[src/rtl/memory_access_unit.sv]
// memory_access_unit: load/store sequencer between the pipeline and the core memory bus.
//
// A request is sampled in IDLE when start is high and exactly one of isLoad/isStore is set.
// Aligned requests are registered and presented on the bus in ACCESS until busAck; the
// completion is reported with a one-cycle dataValid pulse from DONE. Misaligned requests
// never reach the bus and give a one-cycle addressMisaligned pulse instead.
//
// Ports
//   clk, rst                 clock, asynchronous active-high reset
//   start, isLoad, isStore   request strobe and access type
//   funct3                   RV32 width code (stores use funct3[1:0])
//   address, storeData       effective byte address, rs2 value
//   busAddress..busWriteEnable  initiator side of the memory bus
//   busDataRead, busAck      responder data and completion
//   loadData                 raw aligned word from the last completed load
//   dataValid, stall         completion pulse, pipeline hold
//   addressMisaligned        one-cycle pulse for a rejected misaligned request
//   busError                 one-cycle pulse on bus timeout (0 when timeout is disabled)
//
// Build option
//   MEMORY_TIMEOUT_EN        adds an 8-bit ACCESS watchdog and the ERROR state

module memory_access_unit (
  input  logic        clk,
  input  logic        rst,
  input  logic        start,
  input  logic        isLoad,
  input  logic        isStore,
  input  logic [2:0]  funct3,
  input  logic [31:0] address,
  input  logic [31:0] storeData,
  output logic [31:0] busAddress,
  output logic [3:0]  busByteSelect,
  output logic [31:0] busDataWrite,
  output logic        busReadEnable,
  output logic        busWriteEnable,
  input  logic [31:0] busDataRead,
  input  logic        busAck,
  output logic [31:0] loadData,
  output logic        dataValid,
  output logic        stall,
  output logic        addressMisaligned,
  output logic        busError
);

`ifdef MEMORY_TIMEOUT_EN
  typedef enum logic [1:0] {StIdle, StAccess, StDone, StError} state_e;
`else
  typedef enum logic [1:0] {StIdle, StAccess, StDone} state_e;
`endif

  state_e      stateQ, stateD;
  logic [29:0] wordAddrQ;
  logic [3:0]  byteSelQ;
  logic [31:0] writeDataQ;
  logic        isLoadQ;
  logic [31:0] loadDataQ;
  logic        misalignedQ;
`ifdef MEMORY_TIMEOUT_EN
  logic [7:0]  timeoutQ;
`endif

  // Request decode
  logic [3:0]  baseMask;
  logic [6:0]  shiftedMask;
  logic [31:0] storeWord;
  logic        misaligned;
  logic        validReq;
  logic        accept;

  always_comb begin
    baseMask = 4'b0000;
    case (funct3[1:0])
      2'b10:   baseMask = 4'b1111;
      2'b01:   baseMask = 4'b0011;
      2'b00:   baseMask = 4'b0001;
      default: baseMask = 4'b0000;
    endcase
    shiftedMask = {3'b000, baseMask} << address[1:0];
    // Lanes spilling past byte 3 cross a word boundary; a zero mask is an illegal width.
    misaligned  = (shiftedMask[6:4] != 3'b000) || (baseMask == 4'b0000);
    validReq    = (stateQ == StIdle) && start && (isLoad ^ isStore);
    accept      = validReq && !misaligned;

    storeWord = storeData;
    case (funct3[1:0])
      2'b00:   storeWord = {4{storeData[7:0]}};
      2'b01:   storeWord = {2{storeData[15:0]}};
      default: storeWord = storeData;
    endcase
  end

  // State register and datapath
  always_ff @(posedge clk or posedge rst) begin
    if (rst) begin
      stateQ      <= StIdle;
      wordAddrQ   <= '0;
      byteSelQ    <= '0;
      writeDataQ  <= '0;
      isLoadQ     <= 1'b0;
      loadDataQ   <= '0;
      misalignedQ <= 1'b0;
`ifdef MEMORY_TIMEOUT_EN
      timeoutQ    <= '0;
`endif
    end else begin
      stateQ      <= stateD;
      misalignedQ <= validReq && misaligned;
      if (accept) begin
        wordAddrQ  <= address[31:2];
        byteSelQ   <= shiftedMask[3:0];
        writeDataQ <= storeWord;
        isLoadQ    <= isLoad;
      end
      if ((stateQ == StAccess) && busAck && isLoadQ) begin
        loadDataQ <= busDataRead;
      end
`ifdef MEMORY_TIMEOUT_EN
      if (accept) begin
        timeoutQ <= '0;
      end else if ((stateQ == StAccess) && !busAck) begin
        timeoutQ <= timeoutQ + 8'd1;
      end
`endif
    end
  end

  // Next state
  always_comb begin
    stateD = stateQ;
    unique case (stateQ)
      StIdle: begin
        if (accept) stateD = StAccess;
      end
      StAccess: begin
        if (busAck) begin
          stateD = StDone;
`ifdef MEMORY_TIMEOUT_EN
        // Counter reaches 255 on this edge: 255 ACCESS cycles without an ack.
        end else if (timeoutQ == 8'd254) begin
          stateD = StError;
`endif
        end
      end
      StDone:  stateD = StIdle;
`ifdef MEMORY_TIMEOUT_EN
      StError: stateD = StIdle;
`endif
      default: stateD = StIdle;
    endcase
  end

  // Outputs; bus signals are gated by state so they drop with an asynchronous reset.
  always_comb begin
    busAddress        = '0;
    busByteSelect     = '0;
    busDataWrite      = '0;
    busReadEnable     = 1'b0;
    busWriteEnable    = 1'b0;
    dataValid         = 1'b0;
    busError          = 1'b0;
    loadData          = loadDataQ;
    addressMisaligned = misalignedQ;
    stall             = !rst && (accept || (stateQ == StAccess));
    unique case (stateQ)
      StAccess: begin
        busAddress     = {wordAddrQ, 2'b00};
        busByteSelect  = byteSelQ;
        busDataWrite   = isLoadQ ? 32'h0 : writeDataQ;
        busReadEnable  = isLoadQ;
        busWriteEnable = !isLoadQ;
      end
      StDone:  dataValid = 1'b1;
`ifdef MEMORY_TIMEOUT_EN
      StError: busError = 1'b1;
`endif
      default: ;
    endcase
  end

endmodule

[config.mk]
export PLATFORM = sky130hd
export DESIGN_NAME = memory_access_unit
export DESIGN_NICKNAME = d
export VERILOG_FILES = /design/src/rtl/memory_access_unit.sv
export SDC_FILE = /design/constraint.sdc
export NUM_CORES = 1
export LEC_CHECK = 0
export ABC_AREA = 1
export BUFFER_PORTS_ARGS = -buffer_cell sky130_fd_sc_hd__buf_2
export CAP_MARGIN = 25
export CORE_MARGIN = 1
export CORE_UTILIZATION = 48
export CTS_CLUSTER_DIAMETER = 150
export DETAILED_ROUTE_END_ITERATION = 16
export GPL_TIMING_DRIVEN = 0
export PLACE_DENSITY_LB_ADDON = 0.15
export REMOVE_ABC_BUFFERS = 1
export SYNTH_ARGS = -nofsm -noshare
export SYNTH_HDL_FRONTEND = slang
export SYNTH_SLANG_ARGS = --single-unit
[constraint.sdc]
create_clock -name clk -period 3.6 [get_ports clk]
set_input_delay 0.72 -clock clk [delete_from_list [all_inputs] [get_ports clk]]
set_output_delay 0.72 -clock clk [all_outputs]
set_load 0.1 [all_outputs]
# Word-level counts from Yosys, hierarchy flattened
# Cells that the tools add are included.
# totals
reg_bits	102
inputBits	105
out_inout_bits	106
wordCells	44
# classes
n_eq_ne	6
shifts	1
muxes	12
bitwise	1
n_reduce_logical	17
# ops
operator	n
$mux 32	3
$pmux 32 s2	1
$pmux 4 s3	1
$logic_and 1x1->1	7
$shl 4x2->7	1
$eq 2x1->1 const B	2
$eq 2x2->1 const B	2
$logic_not 2->1	2
$logic_not 4->1	1
$mux 2	2
$mux 4	1
$ne 2x2->1 const B	2
$pmux 2 s2	1
$logic_not 1->1	3
$mux 1	3
$reduce_bool 3->1	1
$logic_or 1x1->1	2
$reduce_and 2->1	1
$xor 1x1->1	1

# Depth between registers and ports, before layout
# Gate-level depths: netlist (run 1).
# logic_depth
word_depth	9
depth_mapped	11

# Worst setup path after synthesis (run 1)
# OpenSTA, ideal clock, no wires.
# synth_path
path_type	input to output
startpoint	input funct3[0]
endpoint	output stall
arrival_ns	3.163
required_time_ns	2.880
path_slack_ns	-0.283
path_stages	9
n_path_buf	2
cell_sequence	inv_1 -> ha_1 -> inv_1 -> nand2_1 -> nand3_1 -> nand3_2 -> buf_4 -> buf_6 -> a21oi_1
# synth_via
elab_chain_len	9
word_cells_on_any_way	12
cone_classes	2 x eq/ne; 1 x shift; 1 x mux; 8 x reduce/logical
# synth_lines
element	line	text
start: declaration	29	input logic [2:0] funct3,
$eq 2x1->1, or another cell as far along	73	case (funct3[1:0])
$pmux 4 s3 *	73	
$shl 4x2->7	79	shiftedMask = {3'b000, baseMask} << address[1:0];
$reduce_bool 3->1	81	misaligned = (shiftedMask[6:4] != 3'b000) || (baseMask == 4'b0000);
$logic_or 1x1->1 *	81	
$logic_not 1->1 *	83	accept = validReq && !misaligned;
$logic_and 1x1->1 *	83	
$logic_or 1x1->1 *	164	stall = !rst && (accept || (stateQ == StAccess));
$logic_and 1x1->1 *	164	
end: declaration	41	output logic stall,
# Mark *: on every way between the ends. The rest lies on a longest branch, timed or not.

# Worst setup path in the final report (run 1)
# Same ends and word-level chain as after synthesis.

==> results_dict.tcl, run 1 <==
set metrics [dict create \
    rows 36 \
    slowest_delay_ns 0.36 \
    register_area_um2 2552 \
    h-tree-depth 3 \
    first_iter_violations 393 \
    viasPerCell 4.766 \
    syn_area_um2 5017 \
    synth_mux_area_share_pct 0 \
    cts_buffers 9 \
    dr_total_vias 4918 \
    max-slew-margin-rel_pct 41.83 \
    grt_max_degree 55 \
    rsz0062_at_grt "no" \
    fin_crit_ns 3.454 \
    cp_max_fo 42 \
    ys_types 20 \
    startpoint_type "input port" \
    cts_sinks 102 \
    drc 0 \
    root_buffer "clkbuf_8" \
    synth_top_family_by_area "simple AND/OR/NAND/NOR gates" \
    syn_area_per_cell_um2 7.087 \
    synthCells 708 \
    placedCellCount 1015 \
    die_x_um 104.2 \
    slowest_stage "clkbuf_4" \
    area_growth_pct 27.51 \
    layout_commonest_cell "nand2_1" \
    fillers 888 \
    synth_xor_area_share_pct 0 \
    antenna_found_initial 0 \
    cts_tree "built" \
    ys_ff_latch 102 \
    diodes 0 \
    postPlaceCellArea_um2 6147 \
    first_pass_iters 5 \
    clk_path_buf_depth 2 \
    holdBufCountCts 0 \
    tightestPinTransition_ns 0.8693 \
    yosys_warnings 0 \
    die-area_um2 10870 \
    fin_setup_tns_ns 0 \
    cts_setup_buffers 0 \
    synthAdderAreaFrac_pct 0.9975 \
    mostFrequentLayoutCells "358 x nand2_1, 205 x buf_2, 102 x dfrtp_1, 75 x nor2_1, 65 x inv_1" \
    max_freq_mhz 289.5 \
    layout-drive-gt1-share_pct 26.25 \
    wl_per_cell_um 12.40 \
    gr-total-overflow 0 \
    fin_crit_sh_pct 95.95 \
    routed_wl_um 12800 \
    clock-skew-final_ns 0.009555 \
    ant_nets 0 \
    gp_congestion 0.7879 \
    maxCapViolations 0 \
    grt.total_usage_pct 24.26 \
    hold_violations 0 \
    multiInputGateArea_um2 2009 \
    hold_path.class "input port to asynchronous set/reset pin" \
    ys_seq_area_share_pct 50.87 \
    cp-end-kind "output pin" \
    cp.required_ns 2.88 \
    critical_path.cell_chain "buf_2 -> inv_1 -> ha_1 -> inv_1 -> nand2_1 -> nand3_1 -> nand3_4 -> buf_12 -> a21oi_1 -> clkbuf_4" \
    finalNonFillerCells 1032 \
    design_area_um2 6397 \
    hpwl_um 8833 \
    synth_compound_area_share_pct 2.095 \
    grt_pass1_wl_um 21410 \
    nets 1003 \
    path_clk_slew_ns 0.11 \
    grt_pass1_vias 4666 \
    ir_drop_mv 0.7485 \
    status "finished, final reports clean" \
    clock_latency_ns 0.37 \
    synth_simple_gate_area_share_pct 36.58 \
    io_buffers 206 \
    chipHeight_um 104.2 \
    cp_common_cell "inv_1" \
    holdWs_ns 0.4402 \
    crit_type "input port to output pin" \
    leakage_nw 3.940 \
    initial_core_util_pct 50.40 \
    slew_violations 0 \
    p_per_area_nw_per_um2 868.6 \
    setup_viol 0 \
    ios 211 \
    reg2regPathDepth 8 \
    worstPathArrival_ns 2.73 \
    coreArea_um2 9955 \
]
-- power by group --
group	internal [mW]	leakage (nW)	switching, mW	total [mW]
clock	0.352	0.105	0.417	0.769
sequential	1.57	1.29	0.223	1.79
combinational	0.507	2.55	2.49	3.00
total	2.43	3.94	3.13	5.56
-- stage by stage --
step | worst slack, ns | util (%) | total power [mW]
after floorplan | -0.8633 | - | 4.231
after global placement | -1.043 | 60.31 | 4.711
after detailed placement | -0.1814 | 61.75 | 4.807
after CTS | 0.09499 | 63.96 | 5.585
after global routing | 0.02236 | 64.27 | 5.844
final | 0.1459 | 64.27 | 5.557
-- routing by layer --
layer	up-vias	global-route usage [%]	part of all wire, %
met3	18	4.135	6.0
met1	2263	30.06	42
met5	-	0	0
li1	2454	-	-
met4	0	8.469	1.5
met2	183	42.67	50
-- synth_stat cells, drive strengths merged --
| cell | count | area share, % |
|---|---|---|
| a21oi | 2 | 0.20 |
| buf | 20 | 2.8 |
| clkbuf | 21 | 1.6 |
| conb | 1 | 0.075 |
| dfrtp | 102 | 51 |
| ha | 4 | 1.0 |
| inv | 67 | 5.0 |
| nand2 | 359 | 27 |
| nand3 | 35 | 3.6 |
| nor2 | 77 | 6.0 |
| o21ai | 19 | 1.9 |
| or2 | 1 | 0.12 |
-- final cells by class --
class	instances	share of cell area, %
clock inverters	6	1.173
inverters	67	3.970
well taps	133	2.601
multi-input cells	500	31.41
clock buffers	10	2.151
flip-flops and latches	102	39.90
repair buffers	214	18.80
-- sequential cells by signal, summed over array words and instances, names as in the netlist --
signal and flops:
wordAddrQ 30, byteSelQ 4, addressMisaligned 1, writeDataQ 32, loadData 32, stateQ 2
isLoadQ 1
-- kinds of logic after synthesis --
| family | Yosys count |
|---|---|
| and+or+nand+nor | 472 |
| adders and majority gates | 4 |
| DFF | 102 |
| other | 1 |
| buffers and inverters | 108 |
| AOI/OAI and AO/OA | 21 |
-- final timing paths --
kind / slack, ns / to / from
min in group clk: 0.47 / loadData[30] / loadData[30]
worst min-delay path: 0.44 / wordAddrQ[12] / rst
worst min register to register: 0.47 / loadData[30] / loadData[30]
worst max-delay path: 0.15 / stall / funct3[0]
worst max register to register: 1.61 / wordAddrQ[24] / stateQ[0]
max in group asynchronous: 2.47 / writeDataQ[29] / rst
-- what timing repair did --
action | 4_1_cts | 5_1_grt
setup endpoints to repair | 1 | 1
resized for setup | 1 | 1
cloned | 0 | 0
-- worst max-delay path: cells and delay by family --
family | cells | cell delay, ns
buf+inv | 5 | 0.91
compound gates | 1 | 0.17
fa+ha+maj | 1 | 0.30
simple gates | 3 | 0.60
Power figures use the tool's default switching activity.
==> inputs of run 2 (changes only) <==
CORE_ASPECT_RATIO = 0.75   (was not set)
==> run 2 against run 1 <==
Compared with the run above:
- setup slack got worse by 0.00061 ns
- worst hold slack improved by 0.0057 ns
- non-clock buffer count stayed put
- clock-buffer cell count did not move
- largest cell class unchanged
==> results_dict.tcl, run 2 (synthesis results as in run 1) <==
set metrics [dict create \
    root_buffer "clkbuf_16" \
    coreArea_um2 9891 \
    clkPwrFrac_pct 19.1 \
    swShare_pct 53.05 \
    pwr-share-seq_pct 30.2 \
    cts_buffers 9 \
    r2r-start "stateQ[0]" \
    cts_resized 1 \
    io_buffers 206 \
    die-area_um2 10870 \
    hpwl_um 9037 \
    initial_core_util_pct 50.73 \
    critical_path.cell_chain "buf_2 -> inv_1 -> ha_1 -> inv_1 -> nand2_1 -> nand3_1 -> nand3_4 -> buf_12 -> a21oi_1 -> buf_2" \
    area_growth_pct 30.45 \
    wl_per_cell_um 12.64 \
    cts_setup_buffers 0 \
    grt_max_degree 61 \
    clock_latency_ns 0.34 \
    die_x_um 120.1 \
    combPwrFrac_pct 50.7 \
    crit_start "funct3[0]" \
    startpoint_type "input port" \
    max-slew-margin-rel_pct 51.99 \
    tightestPinTransition_ns 0.7184 \
    setup_viol 0 \
    viasPerCell 4.799 \
    design_area_um2 6545 \
    cts_sinks 102 \
    slew_violations 0 \
    first_iter_violations 304 \
    layout_commonest_cell "nand2_1" \
    mostFrequentLayoutCells "358 x nand2_1, 206 x buf_2, 102 x dfrtp_1, 75 x nor2_1, 65 x inv_1" \
    first_pass_iters 7 \
    rsz0062_at_grt "no" \
    drc 0 \
    grt_pass1_vias 4738 \
    rows 31 \
    grt.total_usage_pct 24.90 \
    chipHeight_um 90.54 \
    power.switching_mw 3.145 \
    holdBufCountCts 0 \
    ir_drop_mv 0.4652 \
    dr_total_vias 4948 \
    cp-end-kind "output pin" \
    internal_power_mw 2.784 \
    slowest_delay_ns 0.44 \
    worst-r2r-setup-slack_ns 1.56 \
    max_freq_mhz 289.5 \
    status "finished, final reports clean" \
    cp_max_fo 43 \
    gp_congestion 0.8509 \
    path_clk_slew_ns 0.07 \
    maxCapViolations 0 \
    routed_wl_um 13030 \
    fin_crit_ns 3.455 \
    slowest_stage "buf_2" \
    nets 1003 \
    cp.required_ns 2.88 \
    worstPathArrival_ns 2.73 \
    p_per_area_nw_per_um2 905.9 \
    crit_type "input port to output pin" \
    gr-total-overflow 0 \
    clk_path_buf_depth 2 \
    fin_crit_sh_pct 95.96 \
    ant_nets 0 \
    grt_pass1_wl_um 21690 \
    fin_util_pct 66.17 \
    layout-drive-gt1-share_pct 26.25 \
    leakage_nw 4.012 \
    path_buf_inv 5 \
    diodes 0 \
    h-tree-depth 3 \
    hold_violations 0 \
    cts_tree "built" \
    hold_path.class "input port to asynchronous set/reset pin" \
    clock-skew-final_ns 0.006639 \
    path_delay_family "buffers and inverters" \
    ios 211 \
    postPlaceCellArea_um2 6155 \
    antenna_found_initial 0 \
]
## run 2: final timing paths
path / depth (start not counted) / endpoint
max reg2reg: 8 / wordAddrQ[15]
min: 2 / wordAddrQ[16]
max in group asynchronous: 3 / loadData[2]
max: 10 / stall
min in group clk: 2 / loadData[30]
min reg2reg: 2 / loadData[30]
## run 2: area by class of cell
cell class	instances	area, µm²
timing repair buffer	214	1209
clock inverter	6	116.4
inverter	67	254.0
sequential	102	2552
clock buffer	10	239.0
tap	132	165.2
fill	902	3346
multi-input combinational	500	2009
## run 2: metal layers
metal | up-vias | track usage [%] | routed length [µm]
met4 | 0 | 8.333 | 251
met3 | 24 | 4.609 | 923
met2 | 203 | 41.91 | 6293
met5 | - | 0 | 0
met1 | 2252 | 32.25 | 5564
li1 | 2469 | - | -
## run 2: per-stage QoR
| stage | hold slack (ns) | TNS (ns) | power [mW] | cells | setup slack, ns |
|---|---|---|---|---|---|
| 6_report | 0.4459 | 0 | 5.929 | 1031 | 0.1453 |
| 5_1_grt | 0.4847 | 0 | 6.225 | 1031 | 0.02176 |
| 4_1_cts | 0.4653 | 0 | 5.958 | 1030 | 0.1678 |
| 3_5_place_dp | 0.4532 | -0.09582 | 4.811 | 1014 | -0.09582 |
| 3_3_place_gp | 0.4497 | -107.79 | 4.711 | 1007 | -1.059 |
| 2_1_floorplan | 0.4488 | -0.8633 | 4.231 | 669 | -0.8633 |
## run 2: power by group through the flow
stage	registers (mW)	clock network [mW]	logic, mW
finish	1.79	1.13	3.01
detailed placement	1.80	0	3.01
CTS	1.79	1.16	3.02
global route	1.84	1.20	3.19
global placement	1.79	0	2.92
floorplan	3.06	0	1.17
==> inputs of run 3 (changes only) <==
CORE_UTILIZATION = 42   (was 48)
==> run 3 against run 2 <==
Compared with the run above:
- wire length decreased by 2.7%
- clock skew is 0.0031 ns lower
- clock power decreased by 13%
- global-route usage decreased by 3.8 points
- clock-buffer cell count increased by 1
- non-clock buffer count unchanged
- largest power group unchanged
- combinational power about the same
- die area is 14% higher
- critical endpoint unchanged
- worst hold slack got worse by 0.012 ns
==> results_dict.tcl, run 3 (synthesis results as in run 1) <==
set metrics [dict create \
    path_clk_slew_ns 0.07 \
    gr-total-overflow 0 \
    nets 1003 \
    first_iter_violations 237 \
    combPwrFrac_pct 51.9 \
    cp.required_ns 2.88 \
    layout-drive-gt1-share_pct 26.14 \
    clock_latency_ns 0.33 \
    drc 0 \
    path_delay_family "buffers and inverters" \
    cp-end-kind "output pin" \
    die-area_um2 12390 \
    cts_sinks 102 \
    p_per_area_nw_per_um2 883.6 \
    startpoint_type "input port" \
    pwr-share-seq_pct 31.2 \
    root_buffer "clkbuf_16" \
    cts_tree "built" \
    area_growth_pct 29.88 \
    cts_buffers 9 \
    ios 211 \
    fillers 1112 \
    die_x_um 128.2 \
    hold_violations 0 \
    io_buffers 206 \
    clk_path_buf_depth 2 \
    viasPerCell 4.581 \
    setup_viol 0 \
    chipHeight_um 96.66 \
    dr_total_vias 4860 \
    maxCapViolations 0 \
    max_freq_mhz 290.5 \
    swShare_pct 54.22 \
    clock-skew-final_ns 0.003555 \
    critical_path.cell_chain "buf_2 -> inv_1 -> ha_1 -> inv_1 -> nand2_1 -> nand3_1 -> nand3_4 -> buf_12 -> a21oi_1 -> buf_2" \
    rows 34 \
    rsz0062_at_grt "no" \
    mostFrequentLayoutCells "358 x nand2_1, 206 x buf_2, 102 x dfrtp_1, 75 x nor2_1, 65 x inv_1" \
    ir_drop_mv 0.4570 \
    antenna_found_initial 0 \
    leakage_nw 3.976 \
    clkPwrFrac_pct 17.0 \
    worstPathArrival_ns 2.72 \
    tightestPinTransition_ns 0.7868 \
    initial_core_util_pct 43.20 \
    totalPowerFinal_mw 5.758 \
    path_buf_inv 5 \
    internal_power_mw 2.636 \
    grt.total_usage_pct 21.13 \
    grt_pass1_wl_um 20910 \
    ant_nets 0 \
    slowest_delay_ns 0.43 \
    power.switching_mw 3.121 \
    slowest_stage "buf_2" \
    cp_max_fo 44 \
    finalNonFillerCells 1061 \
    max-slew-margin-rel_pct 47.42 \
    first_pass_iters 4 \
    hpwl_um 9040 \
    wl_per_cell_um 11.95 \
    coreArea_um2 11610 \
    layout_commonest_cell "nand2_1" \
    placedCellCount 1044 \
    routed_wl_um 12680 \
    fin_crit_sh_pct 95.62 \
    fin_crit_ns 3.442 \
    status "finished, final reports clean" \
    gp_congestion 0.8128 \
    slew_violations 0 \
    hold_path.class "input port to asynchronous set/reset pin" \
    grt_max_degree 66 \
    crit_type "input port to output pin" \
    diodes 0 \
    h-tree-depth 3 \
    grt_pass1_vias 4447 \
]
==> run 3: cell count changes in the layout (fill, tap and decap cells not counted) <==
cell / change
buf_8: +1
clkbuf_1: +1
clkinv_4: -1
clkinvlp_4: +2
buf_16: -1
clkinv_2: +1
bufinv_16: -2
inv_6: -1
==> run 3: worst register-to-register path, delay by kind of cell (launching register included) <==
| kind | cells | cell delay, ns |
|---|---|---|
| and+or+nand+nor | 6 | 1.23 |
| buffers and inverters | 2 | 0.42 |
| DFF | 1 | 0.39 |
==> run 3: area by class of cell <==
cell class	count	area (µm²)	share of cell area (%)
Timing Repair Buffer	214	1196	18.36
Inverter	67	254.0	3.898
Sequential cell	102	2552	39.17
Tap cell	162	202.7	3.111
Clock inverter	5	58.81	0.9025
Multi-Input combinational cell	500	2009	30.84
Clock buffer	11	242.7	3.725
==> run 3: path summary, 6_finish.rpt <==
| kind | startpoint | slack [ns] | depth (start not counted) | end |
|---|---|---|---|---|
| max in group asynchronous | rst | 2.48 | 3 | writeDataQ[18] |
| hold / removal | rst | 0.43 | 2 | wordAddrQ[27] |
| setup reg to reg | stateQ[0] | 1.50 | 8 | wordAddrQ[6] |
| min in group clk | loadData[5] | 0.47 | 2 | loadData[5] |
| hold reg to reg | loadData[5] | 0.47 | 2 | loadData[5] |
| setup / recovery | funct3[0] | 0.16 | 10 | stall |
==> run 3: timing repair <==
item                       4_1_cts  5_1_grt
resized for setup                1        0
setup endpoints to repair        1        0
hold buffers                     0        0
setup buffers                    0        0
==> run 3: power groups by stage <==
stage / combinational [mW] / sequential, mW / clock [mW]
after floorplan: 1.17 / 3.06 / 0
after global placement: 2.93 / 1.79 / 0
after detailed placement: 2.99 / 1.81 / 0
after CTS: 3.00 / 1.79 / 1.01
after global routing: 3.16 / 1.85 / 1.05
final: 2.99 / 1.79 / 0.978
==> run 3: metal layers <==
metal	routed length (µm)	up-vias	share of wire, %	GRT usage, %
met3	716	20	5.6	4.259
met2	5786	164	46	34.14
met1	5958	2219	47	28.57
met5	0	-	0	0
li1	-	2457	-	-
met4	216	0	1.7	6.425
==> run 3: metrics by stage <==
step           util, %  setup slack [ns]  area [µm²]  hold WS [ns]  TNS (ns)
2_1_floorplan        -           -0.8633        4806        0.4488   -0.8633
3_3_place_gp     52.00            -1.072        6040        0.4495   -109.16
3_5_place_dp     53.21          -0.08068        6180        0.4536  -0.08068
4_1_cts          55.87            0.1812        6489        0.4380         0
5_1_grt          56.11           0.05668        6516        0.4666         0
6_report         56.11            0.1576        6516        0.4341         0
